[config.mk]
export PLATFORM = sky130hd
export DESIGN_NAME = bcd_seg_display
export DESIGN_NICKNAME = d
export VERILOG_FILES = /design/src/rtl/bcd_seg_display.sv
export SDC_FILE = /design/constraint.sdc
export NUM_CORES = 1
export LEC_CHECK = 0
export BUFFER_PORTS_ARGS = -buffer_cell sky130_fd_sc_hd__buf_2
export CAP_MARGIN = 5
export CORE_MARGIN = 8
export CORE_UTILIZATION = 60
export DETAILED_ROUTE_END_ITERATION = 6
export PLACE_DENSITY = 0.86
export RECOVER_POWER = 50
export SETUP_SLACK_MARGIN = 0.2
export SLEW_MARGIN = 20
export SYNTH_ARGS = -nofsm -noshare
export SYNTH_HDL_FRONTEND = slang
export SYNTH_SLANG_ARGS = --single-unit
[constraint.sdc]
create_clock -name clk -period 1.8 [get_ports clk]
set_input_delay 0.09 -clock clk [delete_from_list [all_inputs] [get_ports clk]]
set_output_delay 0.09 -clock clk [all_outputs]
set_load 0.02 [all_outputs]
[src/rtl/bcd_seg_display.sv]
// bcd_seg_display: converts a 0..59 binary count to two BCD digits with a
// sequential double-dabble engine and drives a two-digit multiplexed,
// active-low 7-segment display.
// Optional feature macro: BCD_SEG_BLANK_EN (blank a leading zero in the tens digit).
module bcd_seg_display #(
   parameter int SCAN_DIV = 50000
) (
   input  logic       clk,
   input  logic       rst_n,
   input  logic [5:0] cnt_in,
   input  logic       cnt_valid,
   output logic       busy,
   output logic       err,
   output logic [7:0] seg,
   output logic [1:0] sel
);

   localparam int          DW   = (SCAN_DIV > 1) ? $clog2(SCAN_DIV) : 1;
   localparam logic [DW-1:0] LAST = DW'(SCAN_DIV - 1);

   typedef enum logic [1:0] {IDLE, CONV, DONE} state_t;

   state_t        state_q, state_d;
   logic [13:0]   sr_q, sr_d;        // {tens, units, binary} shift register
   logic [2:0]    it_q, it_d;
   logic [5:0]    pend_q, pend_d;
   logic          pend_vld_q, pend_vld_d;
   logic          err_q, err_d;
   logic [3:0]    tens_q, tens_d, units_q, units_d;
   logic [DW-1:0] div_q, div_d;
   logic          digit_q, digit_d;
   logic [7:0]    seg_q, seg_d;
   logic [1:0]    sel_q, sel_d;

   logic          in_vld;
   logic [5:0]    in_val;

   // One double-dabble step: correct nibbles >= 5, then shift left.
   function automatic logic [13:0] dd_step(input logic [13:0] s);
      logic [3:0] t, u;
      t = s[13:10];
      u = s[9:6];
      if (u >= 4'd5) u = u + 4'd3;
      if (t >= 4'd5) t = t + 4'd3;
      return {t[2:0], u, s[5:0], 1'b0};
   endfunction

   function automatic logic [7:0] pat(input logic [3:0] d);
      case (d)
         4'd0:    pat = 8'hC0;
         4'd1:    pat = 8'hF9;
         4'd2:    pat = 8'hA4;
         4'd3:    pat = 8'hB0;
         4'd4:    pat = 8'h99;
         4'd5:    pat = 8'h92;
         4'd6:    pat = 8'h82;
         4'd7:    pat = 8'hF8;
         4'd8:    pat = 8'h80;
         4'd9:    pat = 8'h90;
         default: pat = 8'hFF;
      endcase
   endfunction

   // A live strobe in IDLE beats a value left pending from the last conversion.
   assign in_vld = cnt_valid | pend_vld_q;
   assign in_val = cnt_valid ? cnt_in : pend_q;
   assign busy   = (state_q != IDLE);
   assign err    = err_q;
   assign seg    = seg_q;
   assign sel    = sel_q;

   // Conversion FSM next-state, datapath and pending-sample capture.
   always_comb begin
      state_d    = state_q;
      sr_d       = sr_q;
      it_d       = it_q;
      pend_d     = pend_q;
      pend_vld_d = pend_vld_q;
      err_d      = err_q;
      tens_d     = tens_q;
      units_d    = units_q;
      case (state_q)
         IDLE: begin
            if (in_vld) begin
               pend_vld_d = 1'b0;
               if (in_val <= 6'd59) begin
                  sr_d    = {8'd0, in_val};
                  it_d    = 3'd0;
                  state_d = CONV;
               end else begin
                  err_d = 1'b1;
               end
            end
         end
         CONV: begin
            sr_d = dd_step(sr_q);
            it_d = it_q + 3'd1;
            if (it_q == 3'd5) state_d = DONE;
         end
         DONE: begin
            tens_d  = sr_q[13:10];
            units_d = sr_q[9:6];
            err_d   = 1'b0;
            state_d = IDLE;
         end
         default: state_d = IDLE;
      endcase
      // Samples arriving while busy park here; the newest one wins.
      if ((state_q != IDLE) && cnt_valid) begin
         pend_d     = cnt_in;
         pend_vld_d = 1'b1;
      end
   end

   // Conversion state registers.
   always_ff @(posedge clk or negedge rst_n) begin
      if (!rst_n) begin
         state_q    <= IDLE;
         sr_q       <= '0;
         it_q       <= '0;
         pend_q     <= '0;
         pend_vld_q <= 1'b0;
         err_q      <= 1'b0;
         tens_q     <= '0;
         units_q    <= '0;
      end else begin
         state_q    <= state_d;
         sr_q       <= sr_d;
         it_q       <= it_d;
         pend_q     <= pend_d;
         pend_vld_q <= pend_vld_d;
         err_q      <= err_d;
         tens_q     <= tens_d;
         units_q    <= units_d;
      end
   end

   // Scan divider: wrap at SCAN_DIV-1 and flip the active digit.
   always_comb begin
      div_d   = div_q + 1'b1;
      digit_d = digit_q;
      if (div_q == LAST) begin
         div_d   = '0;
         digit_d = ~digit_q;
      end
   end

   // Segment/select decode; the dash for an error is never blanked.
   always_comb begin
      sel_d = digit_q ? 2'b01 : 2'b10;
      seg_d = pat(units_q);
      if (err_q) begin
         seg_d = 8'hBF;
      end else if (digit_q) begin
`ifdef BCD_SEG_BLANK_EN
         seg_d = (tens_q == 4'd0) ? 8'hFF : pat(tens_q);
`else
         seg_d = pat(tens_q);
`endif
      end
   end

   // Scan counter and registered display outputs.
   always_ff @(posedge clk or negedge rst_n) begin
      if (!rst_n) begin
         div_q   <= '0;
         digit_q <= 1'b0;
         seg_q   <= 8'hC0;
         sel_q   <= 2'b10;
      end else begin
         div_q   <= div_d;
         digit_q <= digit_d;
         seg_q   <= seg_d;
         sel_q   <= sel_d;
      end
   end

endmodule

## Word level (Yosys, flattened, before mapping)

Memory sizes are Yosys's and may differ from the RTL's.
Cells that the tools add are included.

- Reductions and logical operators: 11
- Add/subtract/negate cells: 4
- Muxes and demuxes: 23
- Bitwise logic cells: 2
- Equality and inequality tests: 8
- Magnitude comparators: 3

Operator list:

| cell | number |
|---|---|
| two-way mux 14 bit | 2 |
| one-hot mux 14 bit (2 select lines) | 1 |
| adder 16 x 1 -> 16 bit, second input constant | 1 |
| equality test 16 bit, second input constant | 1 |
| two-way mux 16 bit | 1 |
| two-way mux 8 bit | 2 |
| nonzero test 2 bit | 5 |
| two-way mux 3 bit | 3 |
| AND reduction 3 bit | 3 |
| greater-or-equal comparator 4 x 3 -> 1 bit, second input constant | 2 |
| two-way mux 2 bit | 4 |
| inequality test 2 bit, second input constant | 4 |
| <= comparator 6 bit, second input constant | 1 |
| two-way mux 6 bit | 1 |
| one-hot mux 3 bit (2 select lines) | 1 |
| two-way mux 1 bit | 5 |
| adder 4 x 2 -> 4 bit, second input constant | 1 |
| two-way mux 4 bit | 1 |
| one-hot mux 2 bit (2 select lines) | 1 |
| adder 3 x 1 -> 3 bit, second input constant | 1 |
| adder 3 x 2 -> 3 bit, second input constant | 1 |
| equality test 3 bit, second input constant | 1 |
| equality test 2 x 1 -> 1 bit, second input constant | 1 |
| equality test 2 bit, second input constant | 1 |
| 6 further kinds | 6 |

- Input bits: 9
- Memories kept: 2
- Register bits: 62
- Word-level logic and storage cells: 65
- ROM bits: 224

Memory list:

| memory | words | width | read ports | clocked after memory_dff | wr ports | RTL line | RTL |
|---|---|---|---|---|---|---|---|
| (name not given) | 16 | 7 | 1 | 0 | 0 | 49 | `case (d)` |
| (name not given) | 16 | 7 | 1 | 0 | 0 | 49 |  |

## Longest topological paths before layout

Gate-level depths: netlist of the first run.

- Depth in word-level cells: 5
- Mapped depth: 7
- Gate-level depth less buffers: 7

## Worst setup path before layout of the first run

OpenSTA, ideal clock, no wires.

- Path type: register to register
- From: register div_q[6]
- To: register div_q[15]
- Clock period less this slack: 1.439 ns
- Data arrival time: 1.362 ns
- Required time: 1.723 ns
- Stages on the path, launching flop included: 5
- Path slack: 0.361 ns
- Cells stage by stage: dfrtp_1 > and4_4 > nand3_4 > or4_1 > a21oi_1

- Cells in the longest elaborated chain, start to end: 2
- Elaborated cells between the ends (all ways): 3

RTL lines:

| element | RTL line | RTL |
|---|---|---|
| start: declaration | 30 | `logic [DW-1:0] div_q, div_d;` |
| start signal: assignment | 171 | `div_q <= div_d;` |
| adder 16 x 1 -> 16 bit or equality test 16 bit (tied branches) | 140, 142 |  |
| two-way mux 16 bit * | 142 | `if (div_q == LAST) begin` |
| net div_d[15] | 30 |  |

Mark *: on every way through the listed nets, which the timed path passes. The rest lies on a longest branch.
A chain may end at the register's enable or synchronous reset.

## Worst setup path after layout of the first run

- From: register pend_q[5]
- To: register sr_q[1]

- Cells in the longest elaborated chain, start to end: 4

RTL lines:

| element | RTL line | RTL |
|---|---|---|
| start: declaration | 26 | `logic [5:0] pend_q, pend_d;` |
| start signal: assignment | 130 | `pend_q <= pend_d;` |
| two-way mux 6 bit | 66 | `assign in_val = cnt_valid ? cnt_in : pend_q;` |
| <= comparator 6 bit | 86 | `if (in_val <= 6'd59) begin` |
| inequality test 2 bit (no source line) | -- |  |
| AND reduction 3 bit (no source line) | -- |  |
| end signal: assignment | 128 | `sr_q <= sr_d;` |
| end: declaration | 24 | `logic [13:0] sr_q, sr_d;` |

No other way between the ends.

==> results of run 1 <==
-- registers in the layout, summed over array words and instances, names as in the netlist --
register,flops
sel,2
div_q,16
pend_vld_q,1
err,1
pend_q,6
units_q,4
it_q,3
tens_q,4
seg,7
sr_q,14
digit_q,1
state_q,2
-- layout make-up --
type,instances,area (um^2),area share [%]
sequential,61,1530,43.6
multi-input combinational,208,1470,41.8
inverter,15,56.3,1.61
clock inverter,5,75.1,2.14
tap,70,87.6,2.50
timing repair buffer,26,153,4.35
clock buffer,10,138,3.93
-- timing repair --
item | in CTS | in global routing
hold buffers | 1 | 0
hold endpoints to repair | 19 | 0
pin swaps | 0 | 3
cloned | 0 | 0
gates resized for setup | 1 | 10
buffers inserted | 0 | 2
setup endpoints to repair | 1 | 19
-- layout by cell type, fill, tap and decap left out, types with 2 or more instances in the layout --
cell type | netlist | final
o2bb2ai_1 | 3 | 3
buf_4 | 2 | 5
dfstp_2 | 2 | 2
ha_1 | 17 | 17
inv_1 | 15 | 15
dfrtp_1 | 59 | 58
nand2_1 | 21 | 21
mux2_2 | 11 | 11
nor2b_1 | 5 | 5
and3_1 | 2 | 2
nand3_1 | 9 | 7
xnor2_1 | 10 | 10
a21oi_2 | 0 | 2
clkbuf_1 | 4 | 8
clkbuf_8 | 0 | 10
nand2b_1 | 9 | 9
o21ai_0 | 12 | 12
buf_2 | 4 | 11
a22o_1 | 5 | 5
a221o_1 | 6 | 6
a211oi_1 | 3 | 3
nor2_1 | 39 | 38
nand4_1 | 4 | 4
clkinv_2 | 0 | 3
a21o_1 | 4 | 3
nand3_2 | 0 | 2
bufinv_16 | 0 | 2
a21oi_1 | 10 | 8
o22ai_1 | 3 | 3
nor3_1 | 4 | 3
xor2_1 | 8 | 8
mux2i_1 | 9 | 9
-- routing by layer --
metal / part of all wire, % / global-route usage [%] / up-vias / wire length [um]
li1: - / - / 1072 / -
met5: 0 / 0 / - / 0
met1: 44 / 19.8 / 1115 / 2600
met3: 3.3 / 3.49 / 16 / 199
met2: 51 / 27.3 / 36 / 3000
met4: 2.4 / 9.84 / 0 / 143
-- path summary, 6_finish.rpt --
check / end / from / cells after the start / slack (ns)
max: sr_q[1] / pend_q[5] / 5 / 0.27
min: pend_q[0] / cnt_in[0] / 2 / 0.01
max reg2reg: sr_q[1] / pend_q[5] / 5 / 0.27
min reg2reg: sr_q[0] / sr_q[0] / 1 / 0.49
max in group asynchronous: div_q[6] / rst_n / 3 / 0.44
min in group asynchronous: seg[5] / rst_n / 2 / 0.55
-- logic make-up (layout without fill, tap and decap cells) --
| logic type | count (synthesis) | count (layout) | synth area share, % |
|---|---|---|---|
| fa+ha+maj | 17 | 17 | 6.94 |
| xor+xnor | 18 | 18 | 5.15 |
| flops | 61 | 61 | 49.9 |
| other cells | 1 | 1 | 0.122 |
| mux | 20 | 20 | 6.99 |
| simple gates | 100 | 100 | 15.8 |
| compound gates | 52 | 52 | 11.6 |
| buf+inv | 25 | 56 | 3.47 |
-- stage by stage --
step	total power, mW	setup WS (ns)
CTS	5.48	0.206
finish	5.46	0.275
global route	5.88	0.177
floorplan	3.59	0.361
global placement	4.01	0.300
detailed placement	4.13	0.198
-- power groups by stage --
stage	Sequential, mW	Combinational [mW]	Clock (mW)
2_1_floorplan	2.16	1.43	0
3_3_place_gp	2.17	1.84	0
3_5_place_dp	2.20	1.94	0
4_1_cts	2.18	1.97	1.33
5_1_grt	2.26	2.21	1.41
6_report	2.19	1.96	1.30
==> flow_summary.yaml, run 1 <==
yosys:
  synth_seq_area_share_pct: 49.9
  avgSynthCellArea_um2: 10.4
  yosysTopAreaCell: "dfrtp_1"
  yosys.area.top_type_share_pct: 48.2
  yosysMostFrequentCell: "dfrtp_1"
  synthTopCellsByArea: "dfrtp_1 (48%), ha_1 (6.9%), nor2_1 (4.8%)"
  synth_edf_count: 0
  ys_ff_latch: 61
  ys_warn_count: 0
  ys_types: 41
  syn-cell-area_um2: 3060
  ys_async_sr_fraction_pct: 100
  synth_common_cells: "dfrtp_1 (59), nor2_1 (39), nand2_1 (21)"
  syn_inst: 294
  ys.flop_type: "dfrtp_1"
  synth_fp_nets: 320
final_layout:
  post-route-util_pct: 70.0
  syn2layout_area_growth_pct: 14.5
  fin_nets: 347
  fillers: 387
  layout-drive-gt1-share_pct: 17.2
  finalNonFillerCells: 395
  postLayoutCellArea_um2: 3510
  num_antenna_cells: 0
clocking:
  htree_levels: 3
  cts_num_sinks: 61
  cts_root_buffer: "clkbuf_8"
  clk_latency_ns: 0.33
  cts_buffer_depth: 2
  clkSlewWorstSetupHoldPaths_ns: 0.06
  cts-buffers-inserted: 9
  cts_tree: "yes"
placed_design:
  dp.cells: 377
  io_buffers: 19
  gp_congestion: 0.831
  placed_cell_area_um2: 3240
  dp_hpwl_um: 4030
power_and_ir_drop:
  seq_power_share_pct: 40.2
  power_frac_comb_pct: 36.0
  sw_frac_of_total_pct: 36.3
  pwr-share-clk_pct: 23.8
  power_density_nw_per_um2: 1560
  leakagePower_nw: 1.62
  ir_drop_v: 0.000711
  p_int_mw: 3.48
  switchingPower_mw: 1.98
route:
  routed_wl_um: 5940
  drt-initial-drc-count: 86
  via_count: 2239
  drc_errors: 0
  drt_pass1_iterations: 4
  ant_nets: 0
  vias_per_cell: 5.67
  routedWlPerCell_um: 15.0
floorplanning:
  io_pins: 21
  die_w_um: 87.5
  die_area_um2: 7650
  die_h_um: 87.5
  num_rows: 26
  core_area_um2: 5010
  initial_core_util_pct: 61.1
worst_setup_path:
  cp_cell_sequence: "nor2b_1 > nand4_1 > nand3b_1 > a21o_4 > a221o_1"
  cp_num_buf_inv: 0
  crit_required_ns: 2.00
  crit_fanout: 15
  crit_family: "compound AO/OA/AOI/OAI gates"
  cp-end-kind: "register"
  max_stage_delay_ns: 0.36
  worst_ep_arrival_time_ns: 1.73
  start_kind: "register"
  path_class: "reg -> reg"
  cp_slowest_cell: "dfrtp_1"
sta:
  period_share_pct: 84.7
  setup_viol_count_final: 0
  slew_headroom_pct: 19.0
  grt_setup_unrepaired: "true"
  skew_ns: 0.00678
  slew_viol_final: 0
  finalCriticalPeriod_ns: 1.53
  tightest_slew_ns: 1.21
  finalHoldViolCount: 0
  hold-worst-slack_ns: 0.0116
  fmax_mhz: 656
  setup_tns_ns: 0
global_route:
  grt_usage_pct: 16.7
  grt_pass1_wl_um: 9960
  grt_overflow: 0
  first_global_vias: 2210
  grt_start_max_net_pins: 41
  grt_antenna_before_repair: 0
min_path:
  hold_path_class: "in -> reg"
status:
  status: "completed"
job:
  cap_violations: 0
Note: power is estimated with default switching activity, not from simulation.
==> run 2: changes to the inputs <==
Settings changed: ABC_AREA set to 1, CORE_UTILIZATION 60 to 55, PLACE_DENSITY 0.86 to 0.83.
Clock period 1.8 ns to 1.3 ns, I/O delays scaled along.
==> run 2 against run 1 <==
The flow now finishes with violations (negative setup slack); register-to-register slack worse by 0.49 ns; sequential share of layout area fell by 12 points; total power increased by 100%; count of clock-buffer cells in the layout is 1 higher; clock power up 21%; wire length is 120% higher; synthesized cell count is 39% higher; global-route usage grew 7.7 points; combinational power grew to 3.2 times the previous value; sequential cell count unchanged; setup slack worse by 0.49 ns; hold slack worse by 0.0096 ns.
==> flow_summary.yaml, run 2 <==
power_and_ir_drop:
  power_density_nw_per_um2: 2270
  leakagePower_nw: 2.49
  ir_drop_v: 0.00181
clocking:
  htree_levels: 3
  cts_root_buffer: "clkbuf_8"
  cts_tree: "yes"
  clk_latency_ns: 0.35
  clkSlewWorstSetupHoldPaths_ns: 0.08
  cts_num_sinks: 61
  cts_buffer_depth: 2
  cts-buffers-inserted: 9
worst_setup_path:
  start_kind: "register"
  cp_cell_sequence: "ha_2 > nand4_1 > nor2_4 > nand2_2 > nor2_2 > o21ai_1 > inv_1"
  cp_num_buf_inv: 1
  path_class: "reg -> reg"
  max_stage_delay_ns: 0.38
  crit_fanout: 4
  reg2regPathDepth: 7
  cp_slowest_cell: "dfrtp_1"
  cp-end-kind: "register"
  worst_ep_arrival_time_ns: 1.78
  crit_family: "simple AND/OR/NAND/NOR gates"
  cp.depth: 7
  crit_required_ns: 1.57
yosys:
  ys_types: 34
  yosysTopAreaCell: "dfrtp_1"
  syn_inst: 410
  synthTopCellsByArea: "dfrtp_1 (44%), nand2_1 (8.8%), ha_1 (6.3%)"
  synth_edf_count: 0
  synth_seq_area_share_pct: 45.2
  syn-cell-area_um2: 3380
  avgSynthCellArea_um2: 8.24
  yosys.area.top_type_share_pct: 43.7
  ys_async_sr_fraction_pct: 100
  ys.flop_type: "dfrtp_1"
  ys_ff_latch: 61
  synth_common_cells: "nand2_1 (79), dfrtp_1 (59), inv_1 (54)"
  ys_warn_count: 0
  synth_fp_nets: 436
  yosysMostFrequentCell: "nand2_1"
final_layout:
  post-route-util_pct: 82.8
  finalNonFillerCells: 578
  layout_common_cells: "dfrtp_1 (51), nand2_1 (49), buf_4 (39)"
  fin_nets: 525
  layout_commonest_cell: "dfrtp_1"
  fillers: 281
  layout-drive-gt1-share_pct: 52.5
  top_register: "div_q"
  syn2layout_area_growth_pct: 45.0
  largest_register_ffs: 16
  num_antenna_cells: 0
status:
  failed_checks: "negative setup slack"
  status: "finished, violations left"
sta:
  skew_ns: 0.0183
  tightest_slew_ns: 0.503
  finalWorstSetupSlack_ns: -0.211
  grt_setup_unrepaired: "true"
  slew_viol_final: 0
  slew_headroom_pct: 66.5
  period_share_pct: 116
  finalHoldViolCount: 0
  setup_viol_count_final: 36
  finalCriticalPeriod_ns: 1.51
  fmax_mhz: 662
placed_design:
  dp_hpwl_um: 4950
  dpl_worst_slack_ns: -0.0516
  gp_congestion: 0.900
  dp.cells: 511
  io_buffers: 19
floorplanning:
  num_rows: 28
  die_h_um: 94.4
  die_w_um: 94.4
  core_area_um2: 5920
  io_pins: 21
  die_area_um2: 8910
  initial_core_util_pct: 57.1
min_path:
  hold_path_class: "in -> reg"
  whs_path_depth: 3
global_route:
  grt_overflow: 0
  grt_start_max_net_pins: 26
  first_global_vias: 3330
  grt_pass1_wl_um: 16500
  grt_usage_pct: 24.5
  grt_antenna_before_repair: 0
job:
  cap_violations: 0
route:
  routedWlPerCell_um: 22.5
  drt-initial-drc-count: 391
  routed_wl_um: 13000
  vias_per_cell: 6.26
  drt_pass1_iterations: 7
  drc_errors: 0
  ant_nets: 0
  via_count: 3621
==> run 2: changes by cell type after synthesis, moves of 6 or more <==
cell	before	now
nand2b_1	9	0
mux2i_1	9	0
nand3_1	9	20
o21ai_0	12	34
xnor2_1	10	0
mux2_2	11	1
nand2_1	21	79
nor2_1	39	46
o21ai_2	0	9
inv_1	15	54
nand2_2	0	21
a221o_1	6	0
==> run 2: repair_timing <==
action,4_1_cts,5_1_grt
cloned,2,0
pin swaps,34,50
endpoints found under the hold margin,20,1
endpoints found under the setup margin,56,57
hold buffers,5,1
setup buffers,31,13
resized for setup,81,104
==> run 2: worst paths after layout <==
path | slack (ns) | to | from
setup / recovery | -0.21 | div_q[10] | div_q[0]
setup reg to reg | -0.21 | div_q[10] | div_q[0]
hold reg to reg | 0.47 | sel[0] | digit_q
max in group asynchronous | 0.18 | div_q[11] | rst_n
hold / removal | 0.002 | pend_q[4] | cnt_in[4]
min in group asynchronous | 0.21 | err | rst_n
==> run 2: through the flow <==
stage / hold slack, ns / cell area, um^2 / setup TNS (ns) / power [mW]
finish: 0.00199 / 4900 / -3.31 / 11.1
global route: 0.0123 / 4900 / -5.46 / 11.5
CTS: 0.00116 / 4500 / 0 / 9.20
detailed placement: 0.0569 / 3730 / -0.104 / 6.54
global placement: 0.0496 / 3730 / 0 / 6.34
floorplan: -0.231 / 3450 / 0 / 5.62
==> run 2: layout make-up <==
cell class              instances  area (um^2)  share of cell area, %
repair buffers                 87          743                   15.2
clock buffers                  11          141                   2.89
multi-input cells             280         2120                   43.2
clock inverters                 4         25.0                  0.511
well taps                      75         93.8                   1.92
inverters                      60          240                   4.90
flip-flops and latches         61         1540                   31.4
==> run 2: power by group <==
group          internal, mW  total [mW]  leakage, nW  switching [mW]
clock                 0.728        1.57       0.0812           0.845
combinational          2.69        6.29         1.65            3.60
sequential             2.53        3.26        0.756           0.734
total                  5.94        11.1         2.49            5.18
==> run 2: kinds of logic (layout without fill, tap and decap cells) <==
group	after synthesis	in the layout	synth area share, %
flops	61	61	45.2
mux	1	1	0.333
compound gates	59	59	10.3
xor+xnor	6	6	1.55
other cells	1	1	0.111
buf+inv	69	162	9.18
fa+ha+maj	17	17	6.29
simple gates	196	196	27.0
==> run 2: layer usage <==
metal	wire, um	global-route usage (%)
met2	6190	42.4
met4	1050	19.3
met1	4510	25.1
met3	1260	5.56
met5	0	0
==> run 2: tightest hold or removal path, stage by stage <==
cell and delay, ns:
buf_2 0.09, inv_1 0.09, o21ai_2 0.07
==> run 3: changes to the inputs <==
Settings changed: CELL_PAD_IN_SITES_DETAIL_PLACEMENT set to 0, CELL_PAD_IN_SITES_GLOBAL_PLACEMENT set to 1, CORE_UTILIZATION 55 to 41, PLACE_DENSITY 0.83 to 0.82.
==> run 3 against run 2 <==
Wire length down 41%; via count down 20%; combinational power down 17%; cell area down 0.66%; the run still ends with negative setup slack left; non-clock buffer count down 5.
==> flow_summary.yaml, run 3 (synthesis results as in run 2) <==
worst_setup_path:
  crit_fanout: 4
  max_stage_delay_ns: 0.37
  cp_cell_sequence: "inv_2 > nand2_4 > inv_4 > nand2_4 > inv_4 > nor2_4 > buf_6 > nand2_4 > buf_6 > nand2_2 > o21ai_2"
  path_class: "reg -> reg"
  critical_path.most_common_cell: "nand2_4"
  crit_required_ns: 1.53
  cp-end-kind: "register"
  start_kind: "register"
  cp_slowest_cell: "dfrtp_1"
  worst_ep_arrival_time_ns: 1.55
sta:
  skew_ns: 0.0115
  setup_viol_count_final: 4
  period_share_pct: 102
  finalHoldViolCount: 0
  tightest_slew_ns: 0.840
  grt_setup_unrepaired: "true"
  fmax_mhz: 755
  hold-worst-slack_ns: 0.208
  slew_viol_final: 0
  finalCriticalPeriod_ns: 1.33
  slew_headroom_pct: 44.0
  finalWorstSetupSlack_ns: -0.0250
  setup_tns_ns: -0.0737
placed_design:
  dp.cells: 543
  dpl_worst_slack_ns: -0.0909
  gp_congestion: 0.796
  io_buffers: 19
  placed_cell_area_um2: 3770
  dp_hpwl_um: 4760
power_and_ir_drop:
  total_power_mw: 9.99
  leakagePower_nw: 2.42
  ir_drop_v: 0.00113
  power_density_nw_per_um2: 2050
floorplanning:
  die_w_um: 107
  die_area_um2: 11400
  num_rows: 33
  die_h_um: 107
  io_pins: 21
  initial_core_util_pct: 41.8
  core_area_um2: 8090
final_layout:
  syn2layout_area_growth_pct: 44.0
  layout-drive-gt1-share_pct: 49.0
  register_area_um2: 1540
  fin_nets: 521
  fillers: 679
  layout_common_cells: "nand2_1 (57), dfrtp_1 (51), inv_1 (37), buf_4 (37), nor2_1 (34)"
  finalNonFillerCells: 605
  num_antenna_cells: 0
  post-route-util_pct: 60.1
  top_register: "div_q"
  postLayoutCellArea_um2: 4870
  layout_commonest_cell: "nand2_1"
  largest_register_ffs: 16
  multiInputGateArea_um2: 2070
clocking:
  cts_buffer_depth: 2
  clk_latency_ns: 0.34
  cts_root_buffer: "clkbuf_8"
  clkSlewWorstSetupHoldPaths_ns: 0.07
  cts-buffers-inserted: 9
  htree_levels: 3
  cts_num_sinks: 61
  cts_tree: "yes"
route:
  routedWlPerCell_um: 12.7
  drt_pass1_iterations: 4
  drt-initial-drc-count: 74
  routed_wl_um: 7690
  drc_errors: 0
  vias_per_cell: 4.76
  ant_nets: 0
  via_count: 2882
job:
  cap_violations: 0
status:
  status: "finished, violations left"
  failed_checks: "negative setup slack"
global_route:
  grt_start_max_net_pins: 62
  first_global_vias: 2822
  grt_overflow: 0
  grt_antenna_before_repair: 0
  grt_usage_pct: 13.4
  grt_pass1_wl_um: 12500
min_path:
  hold_path_class: "in -> reg"
[run 3: layer usage]
| metal | vias up | global-route usage (%) | part of all wire, % |
|---|---|---|---|
| met5 | - | 0 | 0 |
| met4 | 0 | 5.13 | 0.96 |
| met1 | 1377 | 15.6 | 44 |
| li1 | 1459 | - | - |
| met2 | 39 | 23.3 | 51 |
| met3 | 7 | 3.24 | 3.9 |
[run 3: final cells by class]
cell class,instances,share of cell area (%)
inverters,60,5.09
multi-input cells,281,42.5
clock buffers,11,2.90
flip-flops and latches,61,31.6
clock inverters,5,1.03
repair buffers,82,14.1
well taps,105,2.70
[run 3: final timing paths]
check | from | end | slack [ns] | depth (start not counted)
hold reg to reg | digit_q | sel[0] | 0.45 | 0
setup reg to reg | state_q[1] | sr_q[1] | -0.03 | 11
setup / recovery | state_q[1] | sr_q[1] | -0.03 | 11
max in group asynchronous | rst_n | tens_q[0] | 0.23 | 3
min in group asynchronous | rst_n | sel[0] | 0.49 | 3
hold / removal | cnt_valid | pend_q[0] | 0.21 | 3
[run 3: what timing repair did]
item / CTS / global route
resized for setup: 59 / 96
buffers inserted: 24 / 13
pin swaps: 35 / 42
gates cloned: 0 / 2
hold buffers: 6 / 1
endpoints found under the setup margin: 48 / 53
endpoints found under the hold margin: 64 / 1
[run 3: power breakdown]
group,leakage (nW),internal (mW),switching (mW)
combinational,1.57,2.47,2.74
clock,0.103,0.925,0.739
sequential,0.755,2.53,0.583
[run 3: worst max-delay path: cells and delay by family (launching register included)]
| family | cells | cell delay (ns) |
|---|---|---|
| AOI/OAI and AO/OA | 1 | 0.04 |
| DFF | 1 | 0.37 |
| and+or+nand+nor | 5 | 0.42 |
| buffers and inverters | 5 | 0.39 |
